**src/rtl/pipeline_ctrl.sv**
```systemverilog
// pipeline_ctrl: stall/flush controller for the five-stage RV32I pipeline.
// Joins the I-cache and D-cache handshakes into one advance decision and
// produces the pipeline register enables and flushes for that cycle. It also
// inserts load-use bubbles and squashes wrong-path work on EX redirects.
module pipeline_ctrl #(
    parameter int CNT_W = 32
) (
    input  logic             clk,
    input  logic             rst_n,
    input  logic             imem_resp,
    output logic             imem_read,
    input  logic             dmem_req,
    input  logic             dmem_resp,
    output logic             dmem_go,
    input  logic             branch_taken,
    input  logic             idex_mem_read,
    input  logic [4:0]       idex_rd,
    input  logic [4:0]       ifid_rs1,
    input  logic [4:0]       ifid_rs2,
    input  logic             ifid_use_rs1,
    input  logic             ifid_use_rs2,
    output logic             pc_en,
    output logic             pc_redirect,
    output logic             ifid_en,
    output logic             idex_en,
    output logic             exmem_en,
    output logic             memwb_en,
    output logic             ifid_flush,
    output logic             idex_flush,
    output logic [CNT_W-1:0] stall_count,
    output logic [CNT_W-1:0] bubble_count,
    output logic [CNT_W-1:0] flush_count
);

    // A done flag remembers a cache that already answered while the other
    // one is still busy, so its response is not lost and it is not re-requested.
    logic imem_done, dmem_done;
    logic imem_ready, dmem_ready, advance, hazard;
    logic stall, redirect, bubble;

    // Handshake join and load-use hazard detection.
    always_comb begin
        imem_ready = imem_resp | imem_done;
        dmem_ready = ~dmem_req | dmem_resp | dmem_done;
        advance    = imem_ready & dmem_ready;
        hazard     = idex_mem_read & (idex_rd != 5'd0) &
                     ((ifid_use_rs1 & (ifid_rs1 == idex_rd)) |
                      (ifid_use_rs2 & (ifid_rs2 == idex_rd)));
        stall      = ~advance;
        redirect   = advance & branch_taken;
        bubble     = advance & ~branch_taken & hazard;
    end

    // Control outputs; everything is forced low while reset is held.
    always_comb begin
        imem_read   = 1'b0;
        dmem_go     = 1'b0;
        pc_en       = 1'b0;
        pc_redirect = 1'b0;
        ifid_en     = 1'b0;
        idex_en     = 1'b0;
        exmem_en    = 1'b0;
        memwb_en    = 1'b0;
        ifid_flush  = 1'b0;
        idex_flush  = 1'b0;
        if (rst_n) begin
            imem_read = ~imem_done;
            dmem_go   = dmem_req & ~dmem_done;
            if (redirect) begin
                pc_en       = 1'b1;
                pc_redirect = 1'b1;
                ifid_en     = 1'b1;
                idex_en     = 1'b1;
                exmem_en    = 1'b1;
                memwb_en    = 1'b1;
                ifid_flush  = 1'b1;
                idex_flush  = 1'b1;
            end else if (bubble) begin
                idex_en    = 1'b1;
                idex_flush = 1'b1;
                exmem_en   = 1'b1;
                memwb_en   = 1'b1;
            end else if (!stall) begin
                pc_en    = 1'b1;
                ifid_en  = 1'b1;
                idex_en  = 1'b1;
                exmem_en = 1'b1;
                memwb_en = 1'b1;
            end
        end
    end

    // Done flags: cleared on advance, otherwise latch each response.
    always_ff @(posedge clk or negedge rst_n) begin
        if (!rst_n) begin
            imem_done <= 1'b0;
            dmem_done <= 1'b0;
        end else if (advance) begin
            imem_done <= 1'b0;
            dmem_done <= 1'b0;
        end else begin
            imem_done <= imem_done | imem_resp;
            dmem_done <= dmem_done | dmem_resp;
        end
    end

    // Performance counters, free-running modulo 2^CNT_W.
    always_ff @(posedge clk or negedge rst_n) begin
        if (!rst_n) begin
            stall_count  <= '0;
            bubble_count <= '0;
            flush_count  <= '0;
        end else begin
            if (stall)    stall_count  <= stall_count + CNT_W'(1);
            if (bubble)   bubble_count <= bubble_count + CNT_W'(1);
            if (redirect) flush_count  <= flush_count + CNT_W'(1);
        end
    end

endmodule

```
**config.mk**
```make
export PLATFORM = sky130hd
export DESIGN_NAME = pipeline_ctrl
export DESIGN_NICKNAME = d
export VERILOG_FILES = /design/src/rtl/pipeline_ctrl.sv
export SDC_FILE = /design/constraint.sdc
export NUM_CORES = 1
export LEC_CHECK = 0
export BUFFER_PORTS_ARGS = -buffer_cell sky130_fd_sc_hd__clkbuf_2
export CORE_MARGIN = 5
export CORE_UTILIZATION = 40
export CTS_CLUSTER_DIAMETER = 120
export DETAILED_ROUTE_END_ITERATION = 10
export PLACE_DENSITY = 0.63
export SYNTH_ARGS = -nofsm -noshare
export SYNTH_HDL_FRONTEND = slang
export SYNTH_SLANG_ARGS = --single-unit
```
**constraint.sdc**
```tcl
create_clock -name clk -period 3.3 [get_ports clk]
set_clock_uncertainty 0.15 [all_clocks]
set_input_delay 0.66 -clock clk [delete_from_list [all_inputs] [get_ports clk]]
set_output_delay 0.66 -clock clk [all_outputs]
set_load 0.01 [all_outputs]
```
* Word level (Yosys, flattened, before mapping)
Index checks and enable logic that the tools add are counted.
Word-level totals: bits in registers 98, output and inout bits 106, bits of input ports 24
Cells by class: reduce and logical (&&, ||, !) cells 1, equality and inequality tests 2, multiplexer cells 16, add/subtract/negate cells 3, bitwise gates (word level) 18
Operators with widths (number):
- $add A32 B1 Y32 const B | 3
- $mux W1 | 16
- $eq A5 B5 Y1 | 2
- $and A1 B1 Y1 | 9
- $or A1 B1 Y1 | 5
- $reduce_bool A5 Y1 | 1
- $not A1 Y1 | 4

* Depth between registers and ports, before layout
word-level depth 9, gate-level depth with buffers 8

* Worst setup path after synthesis
No wires, ideal clock.
path type input port to output port, start point in idex_rd[1], end point out pc_en, path slack 0.450 ns, arrival time 2.040 ns, stages on the path 5, required time 2.490 ns, buffers on the path 1, cell sequence or4_1 > o21ai_2 > nor2b_1 > a21boi_0 > buf_4
Between the ends: word-level cells in the longest chain between the ends 8, elaborated cells on any way between the ends 12, those cells by class eq/ne: 2; mux: 3; bitwise: 6; reduce/logical: 1
Ends and longest elaborated chain:
- start: declaration | RTL line 17 | input logic [4:0] idex_rd,
- $eq A5 B5 Y1 (on tied branches) | RTL line 47, 48
- $and A1 B1 Y1 (on tied branches) | RTL line 47, 48
- $or A1 B1 Y1 | RTL line 47 | ((ifid_use_rs1 & (ifid_rs1 == idex_rd)) |
- $and A1 B1 Y1 (*) | RTL line 46 | hazard = idex_mem_read & (idex_rd != 5'd0) &
- $and A1 B1 Y1 (*) | RTL line 51 | bubble = advance & ~branch_taken & hazard;
- $mux W1 (*) (3 in a row)
- end: declaration | RTL line 22 | output logic pc_en,
Every way passes the cells marked *; elsewhere a longest branch is shown, timed or not.

* Worst setup path in the final report
start point in idex_rd[1], end point out pc_en
Between the ends: word-level cells in the longest chain between the ends 8, elaborated cells on any way between the ends 12, those cells by class eq/ne: 2; mux: 3; bitwise: 6; reduce/logical: 1
Ends and longest elaborated chain:
- $eq A5 B5 Y1 (on tied branches) | RTL line 47, 48
- $and A1 B1 Y1 (on tied branches) | RTL line 47, 48
- $or A1 B1 Y1 | RTL line 47
- $and A1 B1 Y1 (*) | RTL line 46
- $and A1 B1 Y1 (*) | RTL line 51
- $mux W1 (*) | RTL line 78 | end else if (bubble) begin
- $mux W1 (*) | RTL line 69 | if (redirect) begin
- $mux W1 (*) | RTL line 66 | if (rst_n) begin
Marks and branches as above.

==> results.py <==
metrics = {
    "timing": {
        "hold_viol": 0,
        "min_period_ps": 2865,
        "whs_ps": 323.5,
        "final-setup-viol-count": 0,
        "maxSlewHeadroom": 0.5516,
        "slew_violations": 0,
        "tightest_slew_ps": 672.6,
        "layout_setup_ws_ps": 435.1,
        "rsz0062_at_grt": "no",
        "fmax_mhz": 349.1,
        "fin_tns_setup_ps": 0,
        "min_period_over_period": 0.8682,
    },
    "critical_path": {
        "crit_family": "simple AND/OR/NAND/NOR gates",
        "cp-end-kind": "output pin",
        "cp_common_cell": "clkbuf_2",
        "cp_cell_sequence": "clkbuf_2 -> or4_1 -> o21ai_2 -> nor2b_1 -> a21boi_0 -> clkbuf_2",
        "cp.required_ps": 2490,
        "slowest_delay_ps": 540,
        "cp.buffers_inverters": 2,
        "cp-start-kind": "primary input",
        "arrival_ps": 2050,
        "path_max_fanout": 5,
        "timing_worst_setup_path_type": "in2out",
        "cp_slowest_cell": "or4_1",
    },
    "logic_synthesis": {
        "yosys_warnings": 0,
        "synth.area.top_cells": "dfrtp_1, xnor2_1, nand4_1",
        "syn_nets": 444,
        "syn-mean-instance-area_um2": 11.26,
        "ys.flop_type": "dfrtp_1",
        "synth_seq_cells": 98,
        "netlist.area_leader.share": 0.5221,
        "async_flop_share": 1.000,
        "yosys.area.top_type": "dfrtp_1",
        "synth_cell_types": 40,
        "synthesis.area_mm2": 0.004697,
        "netlist_instances": 417,
        "seq_area_frac_synth": 0.5221,
        "synth_edf_count": 0,
    },
    "floorplanning": {
        "dieWidth_um": 118.4,
        "io_pins": 130,
        "core-area_mm2": 0.01147,
        "start_util": 0.4096,
        "rows": 39,
        "die_area_mm2": 0.01401,
        "die_h_um": 118.4,
    },
    "route": {
        "via_per_inst": 5.123,
        "ant_nets": 0,
        "first_pass_iters": 4,
        "drc": 0,
        "wl_per_cell_um": 15.36,
        "finalWirelength_um": 10740,
        "drt_iter0_drc": 238,
        "num_vias": 3581,
    },
    "clock_tree": {
        "post_cts_resized": 0,
        "clock_path_buffers": 2,
        "cts_htree_levels": 3,
        "clockRootBuffer": "clkbuf_16",
        "post_cts.repair.setup_buffers": 0,
        "cts.sink_count": 98,
        "cts_tree": "done",
        "clkTransAtPathRegs_ps": 60,
        "cts-buffers-inserted": 9,
        "clk_latency_ps": 340,
    },
    "power_and_ir_drop": {
        "comb_power_share": 0.133,
        "pwr-share-seq": 0.487,
        "switchingPower_mw": 0.7981,
        "p_sw_frac": 0.2764,
        "p_int_mw": 2.089,
        "power.density_mw_per_mm2": 495.9,
        "p_leak_nw": 2.853,
        "pwr-share-clk": 0.381,
        "ir_worst_vdd_mv": 0.2868,
    },
    "cells_and_area": {
        "utilization": 0.5077,
        "fin_nets": 578,
        "postLayoutCellArea_mm2": 0.005822,
        "drive_above_1_share": 0.3058,
        "area_growth_pct": 23.95,
        "fillers": 1024,
        "antenna_cells": 0,
    },
    "place": {
        "io_buffers": 129,
        "place.gp.congestion": 0.7919,
        "hpwl_um": 8003,
        "placed_cell_area_mm2": 0.005499,
        "place_ws_ps": 434.8,
    },
    "global_route": {
        "grt_pass1_vias": 3602,
        "grt_pass1_wl_um": 18240,
        "grt_overflow": 0,
        "antenna_found_initial": 0,
        "grt_max_degree": 53,
        "grt_use_total": 0.1579,
    },
    "run": {
        "cap_violations": 0,
    },
    "outcome": {
        "run_status": "finished clean",
    },
    "min_path": {
        "hp-class": "reg2reg",
    },
}
## layout by cell type, fill, tap and decap left out, drive strengths merged, types with 2 or more instances in the layout
master,synthesis,final
nand3,33,33
nand4,39,39
nor2,16,16
and2,8,8
nand2,30,30
ha,3,3
inv,5,7
nor2b,3,3
nor4,4,4
mux2,3,3
dfrtp,98,98
xnor2,86,86
buf,10,8
nor3,2,2
and4,14,14
nand4b,3,3
clkbuf,4,139
and3,26,26
xor2,17,17
## path summary, 6_finish.rpt
path                                   from                to  slack [ps]  depth (start not counted)
max                              idex_rd[1]             pc_en         440                          6
min reg2reg                bubble_count[31]  bubble_count[31]         320                          1
min in group asynchronous             rst_n    stall_count[5]         550                          2
max reg2reg                 bubble_count[0]  bubble_count[20]         880                          6
max in group asynchronous             rst_n    flush_count[0]        1020                          4
min                        bubble_count[31]  bubble_count[31]         320                          1
## logic make-up after synthesis
family | Yosys count | share of synthesized area
AND/OR/NAND/NOR | 185 | 0.2331
XOR/XNOR | 103 | 0.1937
flip-flops | 98 | 0.5221
buffers and inverters | 19 | 0.02184
AO/OA/AOI/OAI | 6 | 0.01412
multiplexers | 3 | 0.007192
adder cells (fa/ha/maj) | 3 | 0.007992
## routing by layer
| layer | share of wire | vias to the layer above | global-route usage |
|---|---|---|---|
| met4 | 0.016 | 0 | 0.06022 |
| li1 | - | 1727 | - |
| met3 | 0.044 | 11 | 0.02865 |
| met1 | 0.48 | 1748 | 0.2177 |
| met2 | 0.46 | 95 | 0.2486 |
| met5 | 0 | - | 0 |
## stage by stage
step	power, mW	cells
floorplan	1.613	417
global placement	1.795	682
detailed placement	1.819	682
CTS	2.938	699
global route	3.036	699
finish	2.887	699
## registers in the layout (all words and copies together), names as in the netlist
name          count
imem_done         1
dmem_done         1
bubble_count     32
stall_count      32
flush_count      32
## layout make-up
type,instances,area (um^2),share of cell area
flip-flops and latches,98,2452,0.4212
multi-input cells,300,2148,0.3690
repair buffers,137,710.7,0.1221
clock buffers,11,252.7,0.04341
well taps,143,178.9,0.03073
clock inverters,5,60.06,0.01032
inverters,5,18.77,0.003224
## cell usage after synthesis (2+ instances only)
| cell | n |
|---|---|
| and3_1 | 22 |
| nand3_1 | 33 |
| nor2_1 | 16 |
| clkbuf_1 | 4 |
| xnor2_1 | 86 |
| nand2_1 | 30 |
| buf_4 | 5 |
| and3_4 | 2 |
| and3_2 | 2 |
| nor2b_1 | 3 |
| and4_1 | 14 |
| inv_1 | 5 |
| and2_1 | 7 |
| ha_1 | 3 |
| nand4_1 | 39 |
| dfrtp_1 | 98 |
| mux2_2 | 3 |
| nor3_1 | 2 |
| xor2_1 | 16 |
| buf_2 | 4 |
| nand4b_1 | 3 |
| nor4_1 | 2 |
## power groups by stage
stage                     logic, mW  registers, mW  clock network, mW
after floorplan               0.173           1.44                  0
final                         0.383           1.40               1.10
after CTS                     0.396           1.40               1.14
after global placement        0.376           1.42                  0
after detailed placement      0.392           1.43                  0
after global routing          0.427           1.42               1.18
## repair_timing
action	in CTS	in global routing
endpoints found under the hold margin	3	0
endpoints found under the setup margin	0	0
hold buffers	1	0
No activity file was read; power rests on OpenSTA's default activity.
